### config.mk
export PLATFORM = sky130hd
export DESIGN_NAME = itof_sched
export DESIGN_NICKNAME = d
export VERILOG_FILES = /design/src/rtl/fpu_pkg.sv /design/src/rtl/itof.sv /design/src/rtl/itof_sched.sv
export SDC_FILE = /design/constraint.sdc
export NUM_CORES = 1
export LEC_CHECK = 0
export ABC_AREA = 1
export BUFFER_PORTS_ARGS = -buffer_cell sky130_fd_sc_hd__clkbuf_2
export CAP_MARGIN = 30
export CORE_MARGIN = 1.5
export CORE_UTILIZATION = 52
export CTS_CLUSTER_DIAMETER = 150
export CTS_CLUSTER_SIZE = 12
export DETAILED_ROUTE_END_ITERATION = 12
export HOLD_SLACK_MARGIN = 0.15
export PLACE_DENSITY = 0.76
export SYNTH_ARGS = -nofsm -noshare
export SYNTH_HDL_FRONTEND = slang
export SYNTH_SLANG_ARGS = --single-unit
### constraint.sdc
create_clock -name clk -period 5.61 [get_ports clk]
set_input_delay 0.561 -clock clk [delete_from_list [all_inputs] [get_ports clk]]
set_output_delay 0.561 -clock clk [all_outputs]
set_load 0.02 [all_outputs]
### src/rtl/fpu_pkg.sv
// fpu_pkg
//   Shared constants and pipeline stage type for the integer-to-float
//   conversion scheduler and its datapath.
//   Contents:
//     TAG_W_DEF : default requester tag width
//     NREQ      : number of requester ports (the arbiter is written for 2)
//     stage_t   : payload held in each pipeline stage {data, tag, src}
package fpu_pkg;

  localparam int TAG_W_DEF = 4;
  localparam int NREQ      = 2;

  // The tag field is sized by the package default. Using a wider tag on the
  // scheduler means changing TAG_W_DEF here as well.
  typedef struct packed {
    logic [31:0]          data;
    logic [TAG_W_DEF-1:0] tag;
    logic                 src;
  } stage_t;

endpackage

### src/rtl/itof.sv
// itof
//   Combinational signed 32-bit integer to IEEE-754 single conversion.
//   Sign-magnitude form, leading-one normalisation, mantissa truncated
//   toward zero (no rounding). Zero maps to +0.0.
//   Ports:
//     i_int : signed 32-bit integer operand
//     o_flt : IEEE-754 single-precision result
module itof (
  input  logic [31:0] i_int,
  output logic [31:0] o_flt
);

  logic        w_sign;
  logic        w_zero;
  logic [31:0] w_mag;
  logic [4:0]  w_msb;
  logic [22:0] w_frac;
  logic [7:0]  w_exp;

  assign w_sign = i_int[31];
  assign w_zero = (i_int == 32'd0);

  // Two's-complement negate; 0x80000000 negates to itself, which read as
  // unsigned is exactly the 2^31 magnitude we want.
  assign w_mag = w_sign ? (~i_int + 32'd1) : i_int;

  // Highest set bit wins because later iterations overwrite earlier ones.
  always_comb begin
    w_msb = 5'd0;
    for (int i = 0; i < 32; i++) begin
      if (w_mag[i]) w_msb = 5'(i);
    end
  end

  // Shift the leading one up to bit 31; bits [30:8] are the kept fraction,
  // everything below is dropped (truncation).
  assign w_frac = 23'((w_mag << (5'd31 - w_msb)) >> 8);
  assign w_exp  = 8'd127 + {3'd0, w_msb};

  assign o_flt = w_zero ? 32'd0 : {w_sign, w_exp, w_frac};

endmodule

### src/rtl/itof_sched.sv
// itof_sched
//   Two-requester round-robin front end feeding a 2-stage int-to-float
//   pipeline. S1 holds the accepted operand, S2 the converted result; the
//   result port is driven only from S2.
//   Ports:
//     clk, rst              : clock, asynchronous active-high reset
//     req_valid/req_ready   : per-requester handshake
//     req_data/req_tag      : per-requester signed operand and opaque tag
//     res_valid/res_ready   : result handshake
//     res_data/res_tag/src  : float result, originating tag and requester
//     inflight              : operands accepted but not yet delivered
module itof_sched #(
  parameter int TAG_W = fpu_pkg::TAG_W_DEF,
  parameter int NREQ  = fpu_pkg::NREQ
) (
  input  logic                       clk,
  input  logic                       rst,
  input  logic [NREQ-1:0]            req_valid,
  output logic [NREQ-1:0]            req_ready,
  input  logic [NREQ-1:0][31:0]      req_data,
  input  logic [NREQ-1:0][TAG_W-1:0] req_tag,
  output logic                       res_valid,
  input  logic                       res_ready,
  output logic [31:0]                res_data,
  output logic [TAG_W-1:0]           res_tag,
  output logic                       res_src,
  output logic [1:0]                 inflight
);

  import fpu_pkg::*;

  stage_t      r_s1;
  stage_t      r_s2;
  logic        r_s1_v;
  logic        r_s2_v;
  logic        r_last_grant;
  logic [1:0]  r_inflight;

  logic        w_s2_adv;
  logic        w_s1_adv;
  logic        w_space;
  logic        w_deliver;
  logic        w_grant;
  logic        w_acc;
  logic [31:0] w_flt;
  stage_t      w_s1_in;
  stage_t      w_s2_in;

  // Pipeline flow control
  assign w_s2_adv  = !r_s2_v || res_ready;
  assign w_s1_adv  = r_s1_v && w_s2_adv;
  assign w_space   = !r_s1_v || w_s1_adv;
  assign w_deliver = r_s2_v && res_ready;

  // Round-robin: on contention the requester that did not win last time
  // gets the slot; a lone requester wins regardless of the pointer.
  always_comb begin
    w_grant = 1'b0;
    if (req_valid[0] && req_valid[1]) begin
      w_grant = ~r_last_grant;
    end else if (req_valid[1]) begin
      w_grant = 1'b1;
    end
  end

  // rst gates the ready path so nothing is offered while held in reset.
  assign w_acc = (|req_valid) && w_space && !rst;

  always_comb begin
    req_ready = '0;
    if (w_acc) req_ready[w_grant] = 1'b1;
  end

  assign w_s1_in = '{data: req_data[w_grant],
                     tag:  TAG_W_DEF'(req_tag[w_grant]),
                     src:  w_grant};

  itof u_itof (
    .i_int (r_s1.data),
    .o_flt (w_flt)
  );

  assign w_s2_in = '{data: w_flt, tag: r_s1.tag, src: r_s1.src};

  // S2: refills from S1 whenever it drains or is empty; its payload is only
  // rewritten when S1 has something, so a stalled result never changes.
  always_ff @(posedge clk or posedge rst) begin
    if (rst) begin
      r_s2_v <= 1'b0;
      r_s2   <= '0;
    end else if (w_s2_adv) begin
      r_s2_v <= r_s1_v;
      if (r_s1_v) r_s2 <= w_s2_in;
    end
  end

  // S1 and arbitration pointer; pointer moves only on an accepted transfer.
  always_ff @(posedge clk or posedge rst) begin
    if (rst) begin
      r_s1_v       <= 1'b0;
      r_s1         <= '0;
      r_last_grant <= 1'b1;
    end else begin
      if (w_space) r_s1_v <= w_acc;
      if (w_acc) begin
        r_s1         <= w_s1_in;
        r_last_grant <= w_grant;
      end
    end
  end

  always_ff @(posedge clk or posedge rst) begin
    if (rst) begin
      r_inflight <= 2'd0;
    end else begin
      case ({w_acc, w_deliver})
        2'b10:   r_inflight <= r_inflight + 2'd1;
        2'b01:   r_inflight <= r_inflight - 2'd1;
        default: r_inflight <= r_inflight;
      endcase
    end
  end

  assign res_valid = r_s2_v;
  assign res_data  = r_s2.data;
  assign res_tag   = TAG_W'(r_s2.tag);
  assign res_src   = r_s2.src;
  assign inflight  = r_inflight;

endmodule

==> results.sh <==
export IMPL_final_max_slew_viol_count=0
export IMPL_ys_dominant_reg_cell="sky130_fd_sc_hd__dfrtp_1"
export IMPL_grt_setup_unrepaired="no"
export IMPL_die_width_um=110
export IMPL_setup_total_negative_slack_ps=0
export IMPL_finish_utilization_pct=61.7
export IMPL_critical_path_buf_inv_count=6
export IMPL_timing_critical_path_slowest_cell_delay_ps=430
export IMPL_tightestPinTransition_ps=953
export IMPL_max_freq_ghz=0.219
export IMPL_antenna_cells_inserted=0
export IMPL_gr_total_overflow=0
export IMPL_worst_setup_hold_path_clk_slew_ps=60
export IMPL_worst_path_dominant_cell_family="simple AND/OR/NAND/NOR gates"
export IMPL_routed_via_count=6488
export IMPL_slew_limit_headroom_pct=36.2
export IMPL_ys_async_sr_fraction_pct=100
export IMPL_wl_per_cell_um=14.3
export IMPL_first_iter_violations=461
export IMPL_final_setup_skew_ps=7.35
export IMPL_yosys_top_cells_area="sky130_fd_sc_hd__dfrtp_1 33%, sky130_fd_sc_hd__nand2_1 23%, sky130_fd_sc_hd__nand3_1 16%"
export IMPL_crit_path_start="r_s1[5]"
export IMPL_p_leak_nw=3.73
export IMPL_final_nets=1124
export IMPL_synth_edf_count=0
export IMPL_vias_in_the_first_global_route=6214
export IMPL_finalHoldViolations=0
export IMPL_cp_endpoint="res_data[30]"
export IMPL_total_die_area_um2=12200
export IMPL_row_cnt=39
export IMPL_setup_violations_final=0
export IMPL_area_growth_pct=16.5
export IMPL_synth_warnings=0
export IMPL_port_buffers=118
export IMPL_synth_seq_cells=79
export IMPL_maxCapViolations=0
export IMPL_worst_setup_path_type="flop to flop"
export IMPL_tritoncts="yes"
export IMPL_clock_tree_buffer_depth=2
export IMPL_gp_congestion=0.947
export IMPL_most_used_cell_along_the_critical_path="sky130_fd_sc_hd__nor2_1"
export IMPL_synth_largest_type_area_fraction_pct=32.5
export IMPL_hold_path_cells=3
export IMPL_cts_max_level=3
export IMPL_core_region_area_um2=11300
export IMPL_period_minus_slack_ps=4560
export IMPL_cts_sink_count=79
export IMPL_gr_usage_all_layers_pct=29.2
export IMPL_critical_path_arrival_ps=4790
export IMPL_initial_antenna_violation_count=0
export IMPL_crit_required_ps=5840
export IMPL_grt_pass1_wl_um=29100
export IMPL_place_detailed_hpwl_um=13300
export IMPL_layout_drive_gt1_share_pct=17.8
export IMPL_routed_vias_inst=5.44
export IMPL_synth_sequential_area_ratio_pct=33.0
export IMPL_dpl_cell_area_um2=6650
export IMPL_cp_cell_sequence="inv_2 -> ha_1 -> nand4_1 -> nor2_1 -> nand3_1 -> nor3_2 -> nand4_1 -> nor2_1 -> nor2_1 -> nor2_1 -> o21ai_0 -> xor2_1 -> inv_1 -> nor2_1 -> nand2_1 -> inv_2 -> nand2_2 -> nor2_2 -> inv_1 -> nor2_1 -> inv_1 -> nand2_1 -> inv_2 -> a221o_1"
export IMPL_timing_rr_start="r_s1[5]"
export IMPL_regToRegEndpoint="res_data[30]"
export IMPL_end_kind="flop"
export IMPL_clk_lat_worst_skew_ps=350
export IMPL_synth_most_common_cell="sky130_fd_sc_hd__nand2_1"
export IMPL_drtAntennaViolNets=0
export IMPL_worstHoldPathType="input pin to flop"
export IMPL_design_area_um2=6990
export IMPL_synthesized_instance_count=946
export IMPL_synth_area_um2=6000
export IMPL_critPathMaxFanout=14
export IMPL_min_period_over_period_pct=81.2
export IMPL_ff2ff_path_depth=24
export IMPL_synth_common_cells="373 x sky130_fd_sc_hd__nand2_1, 194 x sky130_fd_sc_hd__nand3_1, 78 x sky130_fd_sc_hd__dfrtp_1"
export IMPL_synth_fp_nets=1026
export IMPL_outcome="finished clean"
export IMPL_largest_net_degree_at_the_start_of_global_routing=73
export IMPL_routed_wirelength_um=17100
export IMPL_cts_inserted_buffers=9
export IMPL_drc_errors=0
export IMPL_post_cts_repair_setup_buffers=0
export IMPL_clock_tree_root_cell="sky130_fd_sc_hd__clkbuf_16"
export IMPL_cp_depth=24
export IMPL_synth_area_leader_cell="sky130_fd_sc_hd__dfrtp_1"
export IMPL_rrSetupSlack_ps=1050
export IMPL_critical_path_slowest_cell="sky130_fd_sc_hd__nor2_2"
export IMPL_post_synth_cell_area_avg_um2=6.34
export IMPL_synth_distinct_cells=41
export IMPL_drt_pass1_iter_count=5
export IMPL_ir_worst_vdd_v=0.000321
export IMPL_top_level_ports=119
export IMPL_power_density_over_the_cells_nw_per_um2=534
export IMPL_crit_path_start_kind="flop"
export IMPL_vertical_extent_of_the_die_um=110
export IMPL_floorplan_initialDensity_pct=53.0
[worst min path at each step]
| stage | end | startpoint |
|---|---|---|
| after floorplan | res_tag[0] | r_s1[1] |
| after global placement | res_tag[3] | rst |
| after detailed placement | res_tag[0] | rst |
| after CTS | r_s1[3] | req_tag[2] |
| after global routing | r_s1[13] | req_data[8] |
| final | r_s1[1] | req_tag[0] |
[state kept, by name, summed over array words and instances, names as in the netlist]
signal / flops
res_tag: 4
res_data: 32
r_s1_v: 1
r_s1: 37
inflight: 2
res_src: 1
r_last_grant: 1
res_valid: 1
[cells in the final DEF, fill, tap and decap left out, types with 2 or more instances in the layout]
| master | instances |
|---|---|
| sky130_fd_sc_hd__nand2_1 | 373 |
| sky130_fd_sc_hd__nand3_1 | 194 |
| sky130_fd_sc_hd__clkbuf_2 | 118 |
| sky130_fd_sc_hd__dfrtp_1 | 78 |
| sky130_fd_sc_hd__inv_1 | 67 |
| sky130_fd_sc_hd__nor2_1 | 50 |
| sky130_fd_sc_hd__o211ai_1 | 27 |
| sky130_fd_sc_hd__xor2_1 | 20 |
| sky130_fd_sc_hd__o21ai_0 | 16 |
| sky130_fd_sc_hd__inv_2 | 16 |
| sky130_fd_sc_hd__a21oi_1 | 10 |
| sky130_fd_sc_hd__buf_4 | 10 |
| sky130_fd_sc_hd__clkbuf_16 | 9 |
| sky130_fd_sc_hd__nand4_1 | 5 |
| sky130_fd_sc_hd__nor2_2 | 4 |
| sky130_fd_sc_hd__nand3b_1 | 4 |
| sky130_fd_sc_hd__nor3_2 | 3 |
| sky130_fd_sc_hd__nor3_1 | 3 |
| sky130_fd_sc_hd__nand2_2 | 3 |
| sky130_fd_sc_hd__ha_1 | 3 |
| sky130_fd_sc_hd__clkinv_2 | 2 |
| sky130_fd_sc_hd__xnor2_1 | 2 |
| sky130_fd_sc_hd__o21ai_1 | 2 |
| sky130_fd_sc_hd__or2_2 | 2 |
| sky130_fd_sc_hd__xor2_2 | 2 |
| sky130_fd_sc_hd__nand2_4 | 2 |
| sky130_fd_sc_hd__nor4_1 | 2 |
| sky130_fd_sc_hd__inv_6 | 2 |
| sky130_fd_sc_hd__bufinv_16 | 2 |
[cells by family after synthesis]
group                      synth area share, %
and+or+nand+nor                           47.0
AOI/OAI and AO/OA                         6.96
buffers and inverters                     8.67
xor gates and xnor gates                  3.75
DFF                                       33.0
adders and majority gates                0.625
[layout make-up]
type,instances,area (um2)
clock buffers,9,225
clock inverters,7,103
fillers,1155,4330
inverters,85,320
multi-input cells,740,3510
flip-flops and latches,79,1980
well taps,143,179
repair buffers,129,676
[metal layers]
metal / vias up / global-route usage (%) / share of wire (%)
li1: 3259 / - / -
met1: 2956 / 37.0 / 44
met2: 225 / 49.5 / 47
met3: 48 / 4.67 / 5.4
met4: 0 / 12.4 / 3.5
met5: - / 0 / 0
[repair_timing]
item,in CTS,in global routing
endpoints found under the hold margin,7,0
gates resized for setup,0,0
hold buffers,1,0
[report_power, final]
group | switching, mW | leakage (nW) | total (mW) | internal, mW
logic | 1.52 | 2.59 | 2.21 | 0.693
registers | 0.130 | 0.972 | 0.877 | 0.748
clock network | 0.253 | 0.162 | 0.649 | 0.396
total | 1.90 | 3.73 | 3.74 | 1.84
[worst register-to-register path, cell delays in order (launching register included)]
cell	delay, ps
sky130_fd_sc_hd__dfrtp_1	420
sky130_fd_sc_hd__inv_2	120
sky130_fd_sc_hd__ha_1	210
sky130_fd_sc_hd__nand4_1	160
sky130_fd_sc_hd__nor2_1	150
sky130_fd_sc_hd__nand3_1	140
sky130_fd_sc_hd__nor3_2	200
sky130_fd_sc_hd__nand4_1	180
sky130_fd_sc_hd__nor2_1	220
sky130_fd_sc_hd__nor2_1	110
sky130_fd_sc_hd__nor2_1	170
sky130_fd_sc_hd__o21ai_0	120
sky130_fd_sc_hd__xor2_1	250
sky130_fd_sc_hd__inv_1	80
sky130_fd_sc_hd__nor2_1	140
sky130_fd_sc_hd__nand2_1	90
sky130_fd_sc_hd__inv_2	70
sky130_fd_sc_hd__nand2_2	100
sky130_fd_sc_hd__nor2_2	430
sky130_fd_sc_hd__inv_1	320
sky130_fd_sc_hd__nor2_1	230
sky130_fd_sc_hd__inv_1	60
sky130_fd_sc_hd__nand2_1	150
sky130_fd_sc_hd__inv_2	80
sky130_fd_sc_hd__a221o_1	260
[per-stage QoR]
| stage | instances | setup slack (ps) | power [mW] | hold WS, ps |
|---|---|---|---|---|
| after floorplan | 946 | 1280 | 2.53 | 442 |
| after detailed placement | 1175 | 1070 | 3.06 | 454 |
| final | 1192 | 1050 | 3.74 | 413 |
| after global placement | 1175 | 1230 | 3.05 | 448 |
| after CTS | 1192 | 1070 | 3.72 | 408 |
| after global routing | 1192 | 460 | 4.06 | 431 |
Power figures use the tool's default switching activity.
